==> src/rtl/sram_arbiter.sv <==
`default_nettype none
// ============================================================================
// Module  : sram_arbiter
// Brief   : Two-requester arbiter/sequencer for the shared SRAM serial engine,
//           with read-data return, one-cycle ack and a completion watchdog.
// Revision: 1.0 - initial release
// ============================================================================
module sram_arbiter #(
    parameter int AW      = 17,
    parameter int DW      = 8,
    parameter int TIMEOUT = 255,
    parameter int PRIO1   = 0
) (
    input  logic          clk,
    input  logic          rst,

    input  logic          r0_req,
    input  logic          r0_we,
    input  logic [AW-1:0] r0_addr,
    input  logic [DW-1:0] r0_wdata,
    output logic          r0_ack,
    output logic          r0_err,
    output logic [DW-1:0] r0_rdata,

    input  logic          r1_req,
    input  logic          r1_we,
    input  logic [AW-1:0] r1_addr,
    input  logic [DW-1:0] r1_wdata,
    output logic          r1_ack,
    output logic          r1_err,
    output logic [DW-1:0] r1_rdata,

    output logic          eng_start,
    output logic          eng_we,
    output logic [AW-1:0] eng_addr,
    output logic [DW-1:0] eng_wdata,
    output logic          eng_abort,
    input  logic          eng_busy,
    input  logic          eng_done,
    input  logic [DW-1:0] eng_rdata
);

    typedef enum logic [1:0] {
        S_IDLE  = 2'd0,
        S_ISSUE = 2'd1,
        S_WAIT  = 2'd2,
        S_ACK   = 2'd3
    } state_t;

    localparam logic [15:0] c_to_last = 16'(TIMEOUT - 1);

    state_t      r_state;
    logic        r_grant;
    logic        r_last;
    logic        r_to_pend;
    logic [15:0] r_cnt;

    logic        w_any;
    logic        w_pick;

    assign w_any = r0_req | r1_req;

    generate
        if (PRIO1 != 0) begin : g_fixed_prio
            assign w_pick = r1_req;
        end else begin : g_round_robin
            // On a tie the requester that was not served last goes next.
            assign w_pick = (r0_req && r1_req) ? ~r_last : r1_req;
        end
    endgenerate

    always_ff @(posedge clk or negedge rst) begin
        if (!rst) begin
            r_state   <= S_IDLE;
            r_grant   <= 1'b0;
            r_last    <= 1'b1;
            r_to_pend <= 1'b0;
            r_cnt     <= 16'd0;
            r0_ack    <= 1'b0;
            r0_err    <= 1'b0;
            r0_rdata  <= '0;
            r1_ack    <= 1'b0;
            r1_err    <= 1'b0;
            r1_rdata  <= '0;
            eng_start <= 1'b0;
            eng_we    <= 1'b0;
            eng_addr  <= '0;
            eng_wdata <= '0;
            eng_abort <= 1'b0;
        end else begin
            eng_start <= 1'b0;
            eng_abort <= 1'b0;
            r0_ack    <= 1'b0;
            r0_err    <= 1'b0;
            r1_ack    <= 1'b0;
            r1_err    <= 1'b0;

            case (r_state)
                S_IDLE: begin
                    if (w_any && !eng_busy) begin
                        r_grant   <= w_pick;
                        eng_we    <= w_pick ? r1_we    : r0_we;
                        eng_addr  <= w_pick ? r1_addr  : r0_addr;
                        eng_wdata <= w_pick ? r1_wdata : r0_wdata;
                        eng_start <= 1'b1;
                        r_state   <= S_ISSUE;
                    end
                end

                S_ISSUE: begin
                    r_cnt   <= 16'd0;
                    r_state <= S_WAIT;
                end

                S_WAIT: begin
                    if (eng_done) begin
                        if (r_grant) begin
                            r1_ack   <= 1'b1;
                            r1_rdata <= eng_we ? '0 : eng_rdata;
                        end else begin
                            r0_ack   <= 1'b1;
                            r0_rdata <= eng_we ? '0 : eng_rdata;
                        end
                        r_state <= S_ACK;
                    end else if (r_cnt == c_to_last) begin
                        eng_abort <= 1'b1;
                        r_to_pend <= 1'b1;
                        r_state   <= S_ACK;
                    end else begin
                        r_cnt <= r_cnt + 16'd1;
                    end
                end

                S_ACK: begin
                    // A timed-out transfer acks one cycle after the abort strobe.
                    if (r_to_pend) begin
                        r_to_pend <= 1'b0;
                        if (r_grant) begin
                            r1_ack   <= 1'b1;
                            r1_err   <= 1'b1;
                            r1_rdata <= '0;
                        end else begin
                            r0_ack   <= 1'b1;
                            r0_err   <= 1'b1;
                            r0_rdata <= '0;
                        end
                    end else begin
                        r_last  <= r_grant;
                        r_state <= S_IDLE;
                    end
                end

                default: r_state <= S_IDLE;
            endcase
        end
    end

endmodule
`default_nettype wire
==> config.mk <==
export PLATFORM = sky130hd
export DESIGN_NAME = sram_arbiter
export DESIGN_NICKNAME = d
export VERILOG_FILES = /design/src/rtl/sram_arbiter.sv
export SDC_FILE = /design/constraint.sdc
export NUM_CORES = 1
export LEC_CHECK = 0
export BUFFER_PORTS_ARGS = -buffer_cell sky130_fd_sc_hd__buf_2
export CAP_MARGIN = 10
export CORE_ASPECT_RATIO = 0.7
export CORE_UTILIZATION = 50
export DETAILED_ROUTE_END_ITERATION = 10
export GPL_TIMING_DRIVEN = 0
export PLACE_DENSITY = 0.78
export SYNTH_ARGS = -nofsm -noshare
export SYNTH_HDL_FRONTEND = slang
export SYNTH_SLANG_ARGS = --single-unit
==> constraint.sdc <==
create_clock -name clk -period 3.6 [get_ports clk]
set_clock_uncertainty 0.15 [all_clocks]
set_input_delay 0.18 -clock clk [delete_from_list [all_inputs] [get_ports clk]]
set_output_delay 0.18 -clock clk [all_outputs]
set_load 0.03 [all_outputs]
# [Word level (Yosys, flattened, before mapping)]
# Cells that the tools add are included.
# Widths: inputs -> output; s select.
[classes] eq_ne=16 reduce_logical=13 bitwise_logic=3 n_addsub=1 mux=41
[ops] op="$mux 8" count=10
[ops] op="$mux 16" count=2
[ops] op="$pmux 16 s2" count=1
[ops] op="$pmux 8 s2" count=2
[ops] op="$ne 2x2->1 const B" count=11
[ops] op="$mux 1" count=17
[ops] op="$mux 17" count=1
[ops] op="$add 16x1->16 const B" count=1
[ops] op="$eq 16x8->1 const B" count=1
[ops] op="$reduce_and 5->1" count=2
[ops] op="$reduce_and 3->1" count=3
[ops] op="$mux 2" count=4
[ops] op="$pmux 2 s4" count=1
[ops] op="$pmux 1 s2" count=3
[ops] op="$eq 2x2->1 const B" count=2
[ops] op="$reduce_and 2->1" count=2
[ops] op="$reduce_bool 2->1" count=2
[ops] op="$ne 3x3->1 const B" count=1
[ops] op="$eq 2x1->1 const B" count=1
[ops] op="$logic_and 1x1->1" count=2
[ops] op="$logic_not 2->1" count=1
[ops] op="$not 1->1" count=2
[ops] op="$logic_not 1->1" count=1
[ops] op="$or 1x1->1" count=1
[word_totals] wordCells=90 input_bits=66 out_inout_bits=48 reg_bits=69

# [Logic depth before layout (Yosys ltp)]
# Gate-level depths: netlist (run 1).
[logic_depth] word_depth=4 mapped_depth=8 depth_no_buf=6

# [Least setup slack after synthesis (run 1)]
# OpenSTA, ideal clock, no wires.
[synth_path] path_type="register to register" startpoint="register r_state[0]" endpoint="register r_cnt[15]" path_slack_ps=1672 stages_incl_launch_ff=8 setup_ps=126 arrival_time_ps=1652 path_buffers=1 t_required_ps=3324 synth_period_minus_slack_ps=1928 cell_sequence="dfrtp_1 > inv_1 > ha_1 > and4b_1 > clkbuf_1 > nand2_1 > o311a_1 > a221o_1"
[synth_between] elab_chain_cells=3 elab_cells_between_ends=7 cone_classes="4 x eq/ne; 1 x mux; 2 x reduce/logical"
[synth_rtl] item="start: declaration" line="52" rtl="state_t r_state;"
[synth_rtl] item="start signal: assignment" line="74" rtl="r_state <= S_IDLE;"
[synth_rtl] item="start signal: assignment" line="106" rtl="r_state <= S_ISSUE;"
[synth_rtl] item="start signal: assignment" line="112" rtl="r_state <= S_WAIT;"
[synth_rtl] item="$eq 2x2->1 or $eq 2x1->1 (tied branches)" line="98" rtl="case (r_state)"
[synth_rtl] item="$ne 2x2->1 (no line) or $reduce_bool 2->1 (tied branches)"
[synth_rtl] item="$reduce_and 3->1 (no line)"
[synth_rtl] item="end signal: assignment" line="130" rtl="r_cnt <= r_cnt + 16'd1;"
[synth_rtl] item="end: declaration" line="56" rtl="logic [15:0] r_cnt;"
# Several ways; a longest one is shown, not always the timed one.
# A chain may end at the register's enable or synchronous reset.

# [Final worst setup path (run 1)]
[layout_path] startpoint="register r_last" endpoint="register eng_addr[16]"
[layout_between] elab_chain_cells=3
[layout_rtl] item="start: declaration" line="54" rtl="logic r_last;"
[layout_rtl] item="start signal: assignment" line="148" rtl="r_last <= r_grant;"
[layout_rtl] item="$not 1->1" line="68" rtl="assign w_pick = (r0_req && r1_req) ? ~r_last : r1_req;"
[layout_rtl] item="$mux 1" line="68"
[layout_rtl] item="$mux 17" line="103" rtl="eng_addr <= w_pick ? r1_addr : r0_addr;"
[layout_rtl] item="end signal: assignment" line="103"
[layout_rtl] item="end: declaration" line="35" rtl="output logic [AW-1:0] eng_addr,"
# No other way between the ends.

==> results_dict.tcl, run 1 <==
set metrics [dict create \
    status "finished, final reports clean" \
    syn_area_per_cell_sq_um 10.3 \
    setup_ws_ns 1.12 \
    dpl_worst_slack_ns 1.40 \
    rsz0062_at_grt "false" \
    rows 24 \
    swShare_pct 44.3 \
    whs_endpoint "eng_addr[10]" \
    wl_um 10200 \
    p_switching_uw 1540 \
    hold_viol 0 \
    setup_tns_ns 0 \
    wl_per_cell_um 17.0 \
    worstHoldPathCells 3 \
    place_congestion 0.890 \
    synth_area_sq_um 3390 \
    cp-end-kind "register" \
    cts.clk_slew.worst_paths_ns 0.08 \
    p_seq_share_pct 34.8 \
    firstDrtPassIters 4 \
    die_w_um 100 \
    r2r-start "r_last" \
    crit_type "register to register" \
    vias 3318 \
    syn2layout_area_growth_pct 41.8 \
    placed_area_sq_um 4070 \
    die_area_sq_um 7120 \
    finalMaxSlewViolations 0 \
    instances_no_fill 602 \
    finalPower_uw 3470 \
    r2r_cells 6 \
    r2r_slack_ns 1.12 \
    place_inst 534 \
    fmax_mhz 404 \
    core_area_sq_um 6400 \
    grt_usage_pct 29.9 \
    htree_levels 3 \
    grt_max_degree 70 \
    cts_buffers 9 \
    power_frac_comb_pct 45.5 \
    diodes 0 \
    post_cts_resize_count 0 \
    start_util_pct 53.0 \
    synthArstFlopShare_pct 100 \
    synth.distinct_cells 50 \
    worst_pin_slew_ns 0.870 \
    grt_pass1_vias 3307 \
    crit_chain "a21boi_0 > buf_2 > buf_2 > mux2i_1 > dlygate4sd3_1 > o21ai_0" \
    fillers 428 \
    dpl.hpwl_um 5940 \
    hp-class "primary input to register" \
    start_kind "register" \
    cts_tree "done" \
    worstPathBufferInverterCount 3 \
    r2r_end "eng_addr[16]" \
    io_buffers 113 \
    max-vdd-ir-drop_mv 0.406 \
    ant_nets 0 \
    fin_crit_sh_pct 68.8 \
    boundaryPins 114 \
    drt_iter0_markers 235 \
    cts.sinks 69 \
    cp_common_cell "buf_2" \
    path_max_fanout 10 \
    min_from "r1_addr[10]" \
    power.density_nw_per_um2 722 \
    drc_errors 0 \
    synth-edff-count 0 \
    maxCapViolations 0 \
    postSynthCellCount 330 \
    die_h_um 70.9 \
    antenna_found_initial 0 \
    p_leak_uw 0.00246 \
    avgViaCountPerCell 5.51 \
    worst_path_largest_cell_delay_ns 0.60 \
    fin_nets 579 \
    critical_path.slowest_cell "dlygate4sd3_1" \
    fin_crit_ns 2.48 \
    gr-total-overflow 0 \
    fin_area_sq_um 4810 \
    layout-drive-gt1-share_pct 28.2 \
    crit_family "buffers and inverters" \
    relSlewSlack_pct 42.0 \
    cp.arrival_ns 2.54 \
    critPathRequiredTime_ns 3.66 \
    worstSkewPairLatency_ns 0.35 \
    internal_power_uw 1930 \
    synth_warnings 0 \
    root_buffer "clkbuf_8" \
    finalSetupViolCount 0 \
    clock_path_buffers 2 \
    yosysSeqAreaShare_pct 51.0 \
    syn-num-nets 403 \
    ys.flop_type "dfrtp_1" \
    ys_seq_elements 69 \
    grt_first_pass_wirelength_um 16200 \
    power.share.clock_pct 19.8 \
]
[power groups by stage]
stage | combinational, uW | sequential, uW | clock [uW]
finish | 1580 | 1210 | 685
floorplan | 591 | 1600 | 0
global placement | 1420 | 1190 | 0
global route | 1710 | 1230 | 726
detailed placement | 1460 | 1200 | 0
CTS | 1530 | 1190 | 694
[state kept, by name, summed over array words and instances, names as in the netlist, 2 cells and up]
name	cells
eng_addr	17
eng_wdata	8
r0_rdata	8
r1_rdata	8
r_cnt	16
r_state	2
[routing by layer]
layer | wire, um | GRT usage [%] | up-vias
li1 | - | - | 1533
met1 | 4240 | 36.5 | 1568
met2 | 4980 | 50.2 | 180
met3 | 661 | 7.02 | 37
met4 | 327 | 15.0 | 0
met5 | 0 | 0 | -
[worst max path at each step]
stage	start	to	slack [ns]	depth (start not counted)
global route	r_last	eng_addr[16]	1.02	6
floorplan	r_state[0]	r_cnt[15]	1.67	7
detailed placement	r_state[0]	r0_rdata[5]	1.40	7
finish	r_last	eng_addr[16]	1.12	6
CTS	r_last	eng_wdata[1]	1.23	6
global placement	r_state[0]	r_cnt[14]	1.46	7
[synthesized netlist by cell type, types with 5 or more instances]
library cell	instances	area share, %
mux2i_1	29	8.6
o21ai_0	45	6.6
nand3_1	12	1.8
nand2_1	53	5.9
clkbuf_1	11	1.2
dfrtp_1	68	50
nand2b_1	6	1.1
ha_1	7	2.6
nor2_1	8	0.89
nand4_1	5	0.92
inv_1	14	1.6
[logic make-up after synthesis]
family / share of synthesized area (%)
simple gates: 18.7
mux: 9.56
buf+inv: 3.91
fa+ha+maj: 2.58
xor+xnor: 1.03
compound gates: 13.2
flops: 51.0
[repair_timing]
item,4_1_cts,5_1_grt
hold buffers,52,0
buffers inserted,0,0
hold endpoints to repair,106,0
[through the flow]
step                hold slack (ns)  utilization (%)
floorplan                    -0.266                -
global placement              0.280             63.6
detailed placement            0.201             63.7
CTS                         0.00140             75.2
global route                 0.0305             75.2
finish                      0.00684             75.2
[layout make-up]
cell class                 count  area, sq um  share of cell area (%)
sequential                    69         1730                    35.9
multi-input combinational    230         1530                    31.8
clock inverter                 6         87.6                    1.82
clock buffer                  10          128                    2.65
timing repair buffer         165         1090                    22.6
buffer                        17         80.1                    1.67
inverter                      14         52.6                    1.09
tap                           91          114                    2.37
[worst reg2reg max path, cell delays in order (launching register included)]
cell and delay, ns:
dfstp_2 0.39, a21boi_0 0.18, buf_2 0.29, buf_2 0.37, mux2i_1 0.28, dlygate4sd3_1 0.60, o21ai_0 0.09
[cell usage in the layout, fill, tap and decap left out, types with 9 or more instances in the layout]
cell type and n:
clkbuf_1 12, dlygate4sd3_1 52, nand3_1 12, mux2i_1 29
o21ai_0 45, buf_2 116, inv_1 14, nand2_1 53
clkbuf_8 9, dfrtp_1 68
Power figures use the tool's default switching activity.
==> inputs of run 2 (changes only) <==
==> constraint.sdc (replaced) <==
create_clock -name clk -period 2.5 [get_ports clk]
set_clock_uncertainty 0.15 [all_clocks]
set_input_delay 0.125 -clock clk [delete_from_list [all_inputs] [get_ports clk]]
set_output_delay 0.125 -clock clk [all_outputs]
set_load 0.03 [all_outputs]
==> run 2 against run 1 <==
  * Largest cell class unchanged
  * Clock power is 46% higher
  * Sequential share of layout area is 0.79 points lower
  * Final area is 2.2% higher
  * Power is 46% higher
  * Wire length is 8.6% higher
  * Worst setup slack worse by 1.0 ns
  * Critical path depth stayed put
  * Largest power group unchanged
==> results_dict.tcl, run 2 (synthesis gave the netlist of run 1 again) <==
set metrics [dict create \
    status "finished, final reports clean" \
    vias 3499 \
    fin_crit_sh_pct 96.3 \
    layout-drive-gt1-share_pct 27.6 \
    clock_path_buffers 2 \
    cts_tree "done" \
    p_leak_uw 0.00250 \
    power.density_nw_per_um2 1030 \
    max-vdd-ir-drop_mv 0.632 \
    grt_usage_pct 32.7 \
    worstSkewPairLatency_ns 0.35 \
    top_register "eng_addr" \
    relSlewSlack_pct 42.2 \
    rows 24 \
    path_max_fanout 10 \
    die_h_um 70.9 \
    critPathRequiredTime_ns 2.56 \
    final_common_cell "buf_2" \
    fin_nets 589 \
    syn2layout_area_growth_pct 45.0 \
    crit_chain "a21boi_0 > clkbuf_4 > clkbuf_4 > mux2i_1 > dlygate4sd3_1 > o21ai_0" \
    grt_first_pass_wirelength_um 17400 \
    diodes 0 \
    cp.arrival_ns 2.46 \
    die_area_sq_um 7120 \
    root_buffer "clkbuf_8" \
    rsz0062_at_grt "false" \
    avgViaCountPerCell 5.72 \
    path_depth 6 \
    finalMaxSlewViolations 0 \
    fillers 414 \
    wl_per_cell_um 18.1 \
    place_inst 534 \
    worst_path_largest_cell_delay_ns 0.60 \
    cts.clk_slew.worst_paths_ns 0.08 \
    gr-usage-met2_pct 55.0 \
    die_w_um 100 \
    drc_errors 0 \
    min_from "eng_busy" \
    crit_start "r_last" \
    fmax_mhz 415 \
    whs_ns 0.147 \
    place_congestion 0.890 \
    worstHoldPathCells 4 \
    hold_viol 0 \
    start_util_pct 53.0 \
    reg_top3 "eng_addr x17, r_cnt x16" \
    grt_max_degree 70 \
    worst_pin_slew_ns 0.868 \
    r2r-start "r_last" \
    core_area_sq_um 6400 \
    htree_levels 3 \
    critical_path.slowest_cell "dlygate4sd3_1" \
    drt_iter0_markers 326 \
    grt_pass1_vias 3448 \
    final_cell_mix "buf_2 (113), dfrtp_1 (68), dlygate4sd3_1 (62)" \
    grt_util_met1_pct 38.4 \
    worstPathBufferInverterCount 3 \
    grt_use_met3_pct 8.00 \
    ant_nets 0 \
    cts_buffers 9 \
    wl_um 11100 \
    cp_common_cell "clkbuf_4" \
    cp-end-kind "register" \
    finalSetupViolCount 0 \
    r2r_cells 6 \
    gr-total-overflow 0 \
    start_kind "register" \
    largest_reg_flops 17 \
    antenna_found_initial 0 \
    dpl.hpwl_um 5940 \
    hp-class "primary input to register" \
    cts.sinks 69 \
    io_buffers 113 \
    firstDrtPassIters 5 \
    busiest_layer "met2" \
    crit_family "buffers and inverters" \
    crit_type "register to register" \
    instances_no_fill 612 \
    maxCapViolations 0 \
    fin_crit_ns 2.41 \
    setup_tns_ns 0 \
    boundaryPins 114 \
]
[run 2: worst reg2reg max path: stages (launching register included)]
cell and delay (ns):
dfstp_2 0.39, a21boi_0 0.20, clkbuf_4 0.28, clkbuf_4 0.30
mux2i_1 0.23, dlygate4sd3_1 0.60, o21ai_0 0.12
[run 2: routing by layer]
metal	routed length [um]	up-vias
li1	-	1553
met3	909	56
met2	5490	224
met1	4140	1666
met4	548	0
met5	0	-
[run 2: worst paths after layout]
check | end | slack [ns]
worst max-delay path | eng_addr[16] | 0.09
worst min-delay path | r_state[0] | 0.15
worst max register to register | eng_addr[16] | 0.09
worst min register to register | r1_rdata[2] | 0.33
max in group asynchronous | eng_addr[9] | 1.35
min in group asynchronous | r1_rdata[1] | 0.29
[run 2: stage by stage]
stage | cell area, sq um | power (uW) | util (%) | setup WS (ns)
after floorplan | 3390 | 3150 | - | 0.572
after detailed placement | 4070 | 3830 | 63.7 | 0.295
after global routing | 4910 | 5360 | 76.8 | 0.000979
after CTS | 4910 | 4940 | 76.7 | 0.123
after global placement | 4070 | 3760 | 63.6 | 0.363
final | 4910 | 5080 | 76.8 | 0.0932
[run 2: cell type report]
cell class	instances	area, sq um	area share, %
inverter	14	52.6	1.07
timing repair buffer	175	1190	24.2
tap	91	114	2.32
buffer	17	87.6	1.78
clock buffer	10	128	2.60
sequential	69	1730	35.2
clock inverter	6	87.6	1.78
multi-input combinational	230	1530	31.1
[run 2: what timing repair did]
action,in CTS,in global routing
gates resized for setup,0,3
hold endpoints to repair,111,0
endpoints found under the setup margin,0,12
setup buffers,0,0
hold buffers,62,0
[run 2: power by group]
part / internal [uW] / switching [uW] / total, uW
Clock: 562 / 436 / 998
Sequential: 1490 / 254 / 1740
Combinational: 757 / 1580 / 2340
Total: 2810 / 2270 / 5080
==> inputs of run 3 (changes only) <==
==> config.mk (replaced) <==
export PLATFORM = sky130hd
export DESIGN_NAME = sram_arbiter
export DESIGN_NICKNAME = d
export VERILOG_FILES = /design/src/rtl/sram_arbiter.sv
export SDC_FILE = /design/constraint.sdc
export NUM_CORES = 1
export LEC_CHECK = 0
export CAP_MARGIN = 10
export CORE_ASPECT_RATIO = 0.7
export CORE_UTILIZATION = 50
export DETAILED_ROUTE_END_ITERATION = 10
export DONT_BUFFER_PORTS = 1
export GPL_TIMING_DRIVEN = 0
export PLACE_DENSITY = 0.64
export SYNTH_ARGS = -nofsm -noshare
export SYNTH_HDL_FRONTEND = slang
export SYNTH_SLANG_ARGS = --single-unit
==> run 3 against run 2 <==
  * Die area stayed put
  * Critical endpoint is now r_cnt[14]
  * Core utilization fell by 8.3 points
  * Highest routed layer unchanged
  * Worst setup slack improved by 0.14 ns
  * First-iteration DRC count down 55%
  * Register-to-register slack better by 0.14 ns
  * Via count down 19%
  * Sequential power is 37% higher
  * Critical path depth grew 1
==> results_dict.tcl, run 3 (synthesis gave the netlist of run 1 again) <==
set metrics [dict create \
    status "finished, final reports clean" \
    finalSetupViolCount 0 \
    avgViaCountPerCell 5.70 \
    worst_path_largest_cell_delay_ns 0.41 \
    cp-end-kind "register" \
    diodes 0 \
    cts_tree "done" \
    wl_per_cell_um 17.5 \
    cts.sinks 69 \
    instances_no_fill 500 \
    largest_reg_flops 17 \
    grt_pass1_vias 2796 \
    crit_type "register to register" \
    grt_max_degree 70 \
    syn2layout_area_growth_pct 29.3 \
    swShare_pct 44.8 \
    top_register "eng_addr" \
    firstDrtPassIters 4 \
    die_h_um 70.9 \
    rows 24 \
    root_buffer "clkbuf_8" \
    critPathRequiredTime_ns 2.59 \
    io_buffers 0 \
    grt_first_pass_wirelength_um 14100 \
    hp-class "primary input to register" \
    htree_levels 3 \
    drt_iter0_markers 146 \
    dpl.hpwl_um 5360 \
    reg_top3 "eng_addr x17, r_cnt x16" \
    worst_pin_slew_ns 0.528 \
    fillers 497 \
    fin_crit_sh_pct 90.8 \
    layout-drive-gt1-share_pct 7.82 \
    place_inst 421 \
    rsz0062_at_grt "false" \
    cts.clk_slew.worst_paths_ns 0.08 \
    p_switching_uw 2080 \
    power.density_nw_per_um2 1060 \
    boundaryPins 114 \
    cts_buffers 9 \
    die_area_sq_um 7120 \
    vias 2848 \
    start_util_pct 53.0 \
    cp.arrival_ns 2.37 \
    crit_chain "inv_1 > ha_1 > buf_2 > nand3b_1 > nor4_1 > xor2_1 > a22o_1" \
    hold_viol 0 \
    fin_crit_ns 2.27 \
    fin_area_sq_um 4380 \
    gr-total-overflow 0 \
    power_frac_comb_pct 27.3 \
    fin_nets 478 \
    drc_errors 0 \
    place_congestion 0.787 \
    wl_um 8740 \
    finalMaxSlewViolations 0 \
    worstSkewPairLatency_ns 0.35 \
    ant_nets 0 \
    p_seq_share_pct 51.5 \
    fmax_mhz 440 \
    critical_path.slowest_cell "dfrtp_1" \
    setup_tns_ns 0 \
    relSlewSlack_pct 64.8 \
    p_leak_uw 0.00202 \
    post_cts_buffers 0 \
    grt_usage_pct 26.1 \
    power.share.clock_pct 21.2 \
    antenna_found_initial 0 \
    clock_path_buffers 2 \
    core_area_sq_um 6400 \
    path_max_fanout 10 \
    maxCapViolations 0 \
    placed_area_sq_um 3500 \
    final_cell_mix "dfrtp_1 (68), dlygate4sd3_1 (63), nand2_1 (53)" \
    final_common_cell "dfrtp_1" \
    die_w_um 100 \
    start_kind "register" \
    internal_power_uw 2560 \
    max-vdd-ir-drop_mv 0.683 \
]
run 3: changes by cell type in the layout (fill, tap and decap cells not counted):
cell and change:
buf_4 -1, dlygate4sd3_1 +1, clkbuf_1 -1, buf_2 -112, clkinvlp_4 +2, clkinv_4 -1
buf_16 +1, clkinv_2 -1
run 3: worst paths after layout:
| kind | start | endpoint | slack (ns) | cells past startpoint |
|---|---|---|---|---|
| min in group asynchronous | rst | r_cnt[14] | 0.17 | 2 |
| worst min register to register | r_to_pend | r_to_pend | 0.42 | 2 |
| worst max-delay path | r_state[0] | r_cnt[14] | 0.23 | 7 |
| worst min-delay path | eng_done | eng_abort | 0.03 | 2 |
| worst max register to register | r_state[0] | r_cnt[14] | 0.23 | 7 |
| max in group asynchronous | rst | r_last | 1.71 | 2 |
run 3: area by class of cell:
cell class / count / area [sq um] / share of cell area, %
inverter: 14 / 52.6 / 1.20
clock inverter: 6 / 88.8 / 2.03
timing repair buffer: 64 / 658 / 15.0
clock buffer: 9 / 124 / 2.83
tap: 91 / 114 / 2.60
multi-input combinational: 230 / 1530 / 34.9
buffer: 17 / 87.6 / 2.00
sequential: 69 / 1730 / 39.4
run 3: layer usage:
layer / vias to the layer above / GRT usage (%) / routed length [um]
met4: 0 / 9.66 / 201
met3: 21 / 8.10 / 600
li1: 1339 / - / -
met2: 129 / 39.9 / 3960
met1: 1359 / 35.2 / 3980
met5: - / 0 / 0
run 3: what timing repair did:
action | in CTS | in global routing
endpoints found under the hold margin | 116 | 0
resized for setup | 0 | 3
endpoints found under the setup margin | 0 | 14
hold buffers | 64 | 0
run 3: worst max-delay path, delay by kind of cell (launching register included):
kind | cells | cell delay, ns
AND/OR/NAND/NOR | 2 | 0.69
flip-flops | 1 | 0.41
buffers and inverters | 2 | 0.38
adder cells (fa/ha/maj) | 1 | 0.24
AO/OA/AOI/OAI | 1 | 0.19
XOR/XNOR | 1 | 0.11
run 3: power by group through the flow:
stage | Clock [uW] | Combinational (uW) | Sequential [uW]
2_1_floorplan | 0 | 851 | 2300
3_3_place_gp | 0 | 1040 | 2390
3_5_place_dp | 0 | 1090 | 2400
4_1_cts | 1000 | 1240 | 2380
5_1_grt | 1060 | 1450 | 2430
6_report | 983 | 1270 | 2380
run 3: per-stage QoR:
step / hold slack (ns) / worst slack (ns) / utilization (%) / power [uW]
floorplan: -0.321 / 0.572 / - / 3150
global placement: -0.319 / 0.326 / 54.8 / 3430
detailed placement: -0.319 / 0.284 / 54.8 / 3480
CTS: 0.0166 / 0.209 / 68.4 / 4620
global route: 0.0585 / 0.0291 / 68.5 / 4930
finish: 0.0282 / 0.229 / 68.5 / 4630
